File: src/rtl/audio_pkg.sv
// Shared constants and types for the audio capture path.
package audio_pkg;

  localparam int DATA_SIZE   = 28;
  localparam int SAMPLE_BITS = 24;
  localparam int SEQ_BITS    = 3;

  // Field offsets inside the output word {seq, chan, sample}
  localparam int SEQ_LSB  = 25;
  localparam int CHAN_BIT = 24;

  typedef enum logic [1:0] {
    WAIT_SYNC = 2'd0,
    SHIFT     = 2'd1,
    EMIT      = 2'd2,
    PAD       = 2'd3
  } i2s_state_t;

endpackage

File: src/rtl/i2s_rx_packer_sync_edge.sv
// Two-flop synchroniser for a strobe input plus companion inputs at identical latency,
// with a registered rising-edge pulse on the strobe.
module sync_edge #(
  parameter int WIDTH = 1
) (
  input  logic             clk,
  input  logic             reset,
  input  logic             edge_in,
  input  logic [WIDTH-1:0] din,
  output logic [WIDTH-1:0] dout,
  output logic             rise
);

  logic [WIDTH:0] meta_reg;
  logic [WIDTH:0] sync_reg;
  logic           prev_reg;
  logic           rise_reg;

  always_ff @(posedge clk) begin
    if (reset) begin
      meta_reg <= '0;
      sync_reg <= '0;
      prev_reg <= 1'b0;
      rise_reg <= 1'b0;
    end else begin
      meta_reg <= {edge_in, din};
      sync_reg <= meta_reg;
      prev_reg <= sync_reg[WIDTH];
      rise_reg <= sync_reg[WIDTH] & ~prev_reg;
    end
  end

  assign dout = sync_reg[WIDTH-1:0];
  assign rise = rise_reg;

endmodule

File: src/rtl/i2s_rx_packer.sv
// I2S receiver: deserialises 24-bit samples, tags them with channel and a rolling
// sequence number, and offers them on a one-entry valid/ready output register.
module i2s_rx_packer #(
  parameter int DATA_SIZE   = audio_pkg::DATA_SIZE,
  parameter int SAMPLE_BITS = audio_pkg::SAMPLE_BITS,
  parameter int SEQ_BITS    = audio_pkg::SEQ_BITS,
  parameter int CNT_BITS    = 16
) (
  input  logic                 clk,
  input  logic                 reset,
  input  logic                 i2s_bclk,
  input  logic                 i2s_lrclk,
  input  logic                 i2s_sdata,
  output logic                 source_valid,
  output logic [DATA_SIZE-1:0] source_data,
  input  logic                 source_ready,
  output logic [CNT_BITS-1:0]  overflow_count,
  output logic                 frame_err
);
  import audio_pkg::*;

  localparam int CW = $clog2(SAMPLE_BITS + 1);

  logic [1:0] pins_sync;
  logic       bclk_rise;
  logic       lr_sync;
  logic       sd_sync;

  sync_edge #(.WIDTH(2)) u_sync (
    .clk     (clk),
    .reset   (reset),
    .edge_in (i2s_bclk),
    .din     ({i2s_sdata, i2s_lrclk}),
    .dout    (pins_sync),
    .rise    (bclk_rise)
  );

  assign lr_sync = pins_sync[0];
  assign sd_sync = pins_sync[1];

  logic ws_prev_reg;
  logic ws_primed_reg;
  logic ws_edge;

  // The first bclk_rise after reset only loads ws_prev, so a high lrclk at reset
  // release is not mistaken for a word boundary.
  assign ws_edge = bclk_rise & ws_primed_reg & (lr_sync != ws_prev_reg);

  i2s_state_t             state_reg, state_next;
  logic [CW-1:0]          bit_cnt_reg, bit_cnt_next;
  logic [SAMPLE_BITS-1:0] shreg_reg, shreg_next;
  logic                   chan_reg, chan_next;
  logic                   frame_err_reg, frame_err_next;

  always_comb begin
    state_next     = state_reg;
    bit_cnt_next   = bit_cnt_reg;
    shreg_next     = shreg_reg;
    chan_next      = chan_reg;
    frame_err_next = frame_err_reg;
    case (state_reg)
      WAIT_SYNC, PAD: begin
        if (ws_edge) begin
          state_next   = SHIFT;
          bit_cnt_next = '0;
          chan_next    = lr_sync;
        end
      end
      SHIFT: begin
        if (ws_edge) begin
          // Short slot: drop the partial word and start over on the new channel
          frame_err_next = 1'b1;
          bit_cnt_next   = '0;
          chan_next      = lr_sync;
        end else if (bclk_rise) begin
          shreg_next   = {shreg_reg[SAMPLE_BITS-2:0], sd_sync};
          bit_cnt_next = bit_cnt_reg + CW'(1);
          if (bit_cnt_reg == CW'(SAMPLE_BITS - 1)) begin
            state_next = EMIT;
          end
        end
      end
      EMIT:    state_next = PAD;
      default: state_next = WAIT_SYNC;
    endcase
  end

  always_ff @(posedge clk) begin
    if (reset) begin
      state_reg     <= WAIT_SYNC;
      bit_cnt_reg   <= '0;
      shreg_reg     <= '0;
      chan_reg      <= 1'b0;
      frame_err_reg <= 1'b0;
      ws_prev_reg   <= 1'b0;
      ws_primed_reg <= 1'b0;
    end else begin
      state_reg     <= state_next;
      bit_cnt_reg   <= bit_cnt_next;
      shreg_reg     <= shreg_next;
      chan_reg      <= chan_next;
      frame_err_reg <= frame_err_next;
      if (bclk_rise) begin
        ws_prev_reg   <= lr_sync;
        ws_primed_reg <= 1'b1;
      end
    end
  end

  logic                 valid_reg;
  logic [DATA_SIZE-1:0] data_reg;
  logic [SEQ_BITS-1:0]  seq_reg;
  logic [CNT_BITS-1:0]  overflow_reg;

  // An EMIT in the same cycle as an acceptance reuses the slot being freed.
  always_ff @(posedge clk) begin
    if (reset) begin
      valid_reg    <= 1'b0;
      data_reg     <= '0;
      seq_reg      <= '0;
      overflow_reg <= '0;
    end else if (state_reg == EMIT) begin
      seq_reg <= seq_reg + SEQ_BITS'(1);
      if (!valid_reg || source_ready) begin
        data_reg  <= {seq_reg, chan_reg, shreg_reg};
        valid_reg <= 1'b1;
      end else if (overflow_reg != '1) begin
        overflow_reg <= overflow_reg + CNT_BITS'(1);
      end
    end else if (valid_reg && source_ready) begin
      valid_reg <= 1'b0;
    end
  end

  assign source_valid   = valid_reg;
  assign source_data    = data_reg;
  assign overflow_count = overflow_reg;
  assign frame_err      = frame_err_reg;

endmodule

File: config.mk
export PLATFORM = sky130hd
export DESIGN_NAME = i2s_rx_packer
export DESIGN_NICKNAME = d
export VERILOG_FILES = /design/src/rtl/audio_pkg.sv /design/src/rtl/i2s_rx_packer_sync_edge.sv /design/src/rtl/i2s_rx_packer.sv
export SDC_FILE = /design/constraint.sdc
export NUM_CORES = 1
export LEC_CHECK = 0
export BUFFER_PORTS_ARGS = -buffer_cell sky130_fd_sc_hd__buf_4
export CAP_MARGIN = 10
export CORE_MARGIN = 2
export CORE_UTILIZATION = 56
export DETAILED_ROUTE_END_ITERATION = 12
export GPL_ROUTABILITY_DRIVEN = 1
export PLACE_DENSITY = 0.87
export SKIP_CTS_REPAIR_TIMING = 1
export SLEW_MARGIN = 20
export SYNTH_ARGS = -nofsm -noshare
export SYNTH_HDL_FRONTEND = slang
export SYNTH_SLANG_ARGS = --single-unit
File: constraint.sdc
create_clock -name clk -period 2.4 [get_ports clk]
set_clock_uncertainty 0.15 [all_clocks]
set_input_delay 0.12 -clock clk [delete_from_list [all_inputs] [get_ports clk]]
set_output_delay 0.12 -clock clk [all_outputs]
set_load 0.05 [all_outputs]
==> run metrics <==
Pre-antenna DRT Iters=4; initial antenna violation count=0; pin count of the biggest net entering global routing=38; syn nets=about 440; main area contributors after synthesis=dfxtp_1 (51%), nand2_1 (12%), a21oi_1 (8.9%); Synth cell types=45; CP max FO=8; via count=3,039; Die X=around 84 um; GR Util met3=under 10%; number of clock sinks=91; Fin Setup TNS=0 ps; Leak=1.58 nW; Worst Hold Class=input port to flop; arrival time at the worst endpoint=2320 ps; Hold Vio Cnt, Final=0; Clock Latency Late Sink=~360 ps; deepest clock path buffer count=2; setup violators final=0; IO Count=52; M1 GR Usage=23.8%; hpwl dp=4.91 mm; critical path capture point type=flop; period utilization=between 90 and 100%; met2 Usage GRT=37.3%; port bufs=51; # Max-Cap Violations=0; CTS tree=done; global-route wire length before repair=12.3 mm; RSZ-0062 raised after global routing=false; Total Nets Final=a little under 500; register area=about 0.0018 sq mm; total of fill cells in the finished design=472; Mapped Area=between 0.003 and 0.004 sq mm; sequential-to-total area share from yosys stat=51.4%; WL/cell=~13 um; total routed wirelength=approximately 7.1 mm; row cnt=28; Setup CP Type=flop to flop; Top FF cell, synth=dfxtp_1; Pwr Total=around 0.0032 W; Async SR Flop Fraction=0%; outcome=finished clean; total clock buffers created by CTS=9; total track usage=about a fifth; Fmax achieved=~450 MHz; Max-slew headroom=~63%; total grt overflow=0; DR iter-0 viols=170; Initial Util=between 50% and 60%; Ant. Diodes=0; #FFs+latches synth=between 90 and 100; Final min period=between 2000 and 2500 ps; Detail Route Antenna Nets=0; DR DRC count=0; Die Height=83.5 um; pwr dens=~740 mW/mm^2; CTS root buf=clkbuf_8; die area=about 0.0070 sq mm; Synth top area share=51.4%; CP required=2500 ps; Yosys Warn Count=0; Post-Syn Instances=around 420; area occupied by multi-input gates=~0.0016 sq mm; H-tree depth=3; Layout area overhead=20.2%; EDFF count, synth=0; grt peak-use layer=met2; startpoint types=flop; vias in the first global route=2,838; layout cells sized above 1=between 10% and 20%; Vias/cell=~5.5; WHS=31.5 ps; leading area contributor after synthesis=dfxtp_1; Syn Area/Cell=between 8 and 9 sq um; flop2flop setup slack=about 180 ps; worst slew pin tran=556 ps; Core ar.=around 0.006 sq mm; Worst VDD drop=about 0.48 mV; Pins Over Slew Limit=0; max reg flops=28; gpl congestion=0.819; clock-pin slew on the worst setup and hold paths=around 90 ps
[cell usage after synthesis (all sizes together) (2+ instances only)]
cell type,number
o211ai,2
dfxtp,91
ha,5
a21oi,63
o31ai,3
xor2,2
nor2,17
or3,8
nand3,11
mux2i,4
nand3b,2
xnor2,2
nor4,5
inv,11
or4,5
nand2,115
or2,2
a2bb2oi,2
mux2,4
buf,4
clkbuf,19
o311ai,2
nor2b,13
nand4,4
nor3,4
o41ai,2
o21ai,8
[critical path, cell delays in order (launching register included)]
cell	delay [ps]
dfxtp_1	330
inv_1	80
ha_1	220
nand3b_4	120
or4_1	650
nor4_2	210
mux2_2	360
[worst paths after layout]
path                         to            start  depth (start not counted)
min reg2reg         u_sync.rise  u_sync.prev_reg                          1
max          overflow_count[15]     state_reg[0]                          6
max reg2reg  overflow_count[15]     state_reg[0]                          6
min               shreg_reg[15]            reset                          2
[logic make-up after synthesis]
kind of cell	count (synthesis)	share of synthesized area, %
muxes	8	2.40
and+or+nand+nor	191	24.8
DFF	91	51.4
xor gates and xnor gates	4	0.990
adders and majority gates	5	1.77
buffers and inverters	34	3.85
AOI/OAI and AO/OA	91	14.8
[cell type report]
cell class	count	area share, %
Clock buffer	9	2.91
Inverter	11	0.970
Multi-Input combinational cell	299	37.3
Tap cell	75	2.20
Timing Repair Buffer	65	11.7
Sequential cell	91	42.8
Clock inverter	6	2.12
[layout by cell type, fill, tap and decap left out, types with 2 or more instances in the layout]
master | Yosys | final
nor2b_1 | 13 | 13
bufinv_16 | 0 | 2
inv_1 | 11 | 11
a2bb2oi_1 | 2 | 2
nand3_1 | 11 | 11
o211ai_1 | 2 | 2
mux2_2 | 4 | 4
clkbuf_8 | 0 | 9
or4_1 | 5 | 5
or3_1 | 8 | 8
o311ai_0 | 2 | 2
o31ai_1 | 3 | 3
dfxtp_1 | 91 | 91
nand2_1 | 115 | 115
a21oi_1 | 63 | 63
xor2_1 | 2 | 2
nor2_1 | 17 | 17
nand4_1 | 4 | 4
ha_1 | 5 | 5
or2_2 | 2 | 2
nor4_1 | 5 | 4
mux2i_1 | 4 | 4
o21ai_0 | 7 | 7
dlygate4sd3_1 | 0 | 4
o41ai_1 | 2 | 2
nor3_1 | 4 | 4
buf_4 | 0 | 61
xnor2_1 | 2 | 2
[metrics by stage]
| stage | instance area (sq um) | utilization, % | instances | setup slack, ps |
|---|---|---|---|---|
| after floorplan | 3540 | - | 424 | 18.6 |
| after global placement | 4000 | 66.3 | 537 | 224 |
| after detailed placement | 4000 | 66.3 | 537 | 121 |
| after CTS | 4210 | 69.9 | 552 | 114 |
| after global routing | 4260 | 70.7 | 556 | 79.2 |
| final | 4260 | 70.7 | 556 | 179 |
[layer usage]
metal	routed length, um	vias up
li1	-	1548
met1	3080	1400
met2	3530	83
met3	444	8
met4	78	0
met5	0	-
[report_power, final]
part | switching, W | internal (W)
logic | 0.000314 | 0.000160
registers | 0.0000363 | 0.00155
clock network | 0.000520 | 0.000584
total | 0.000871 | 0.00230
No activity file was read; power rests on OpenSTA's default activity.
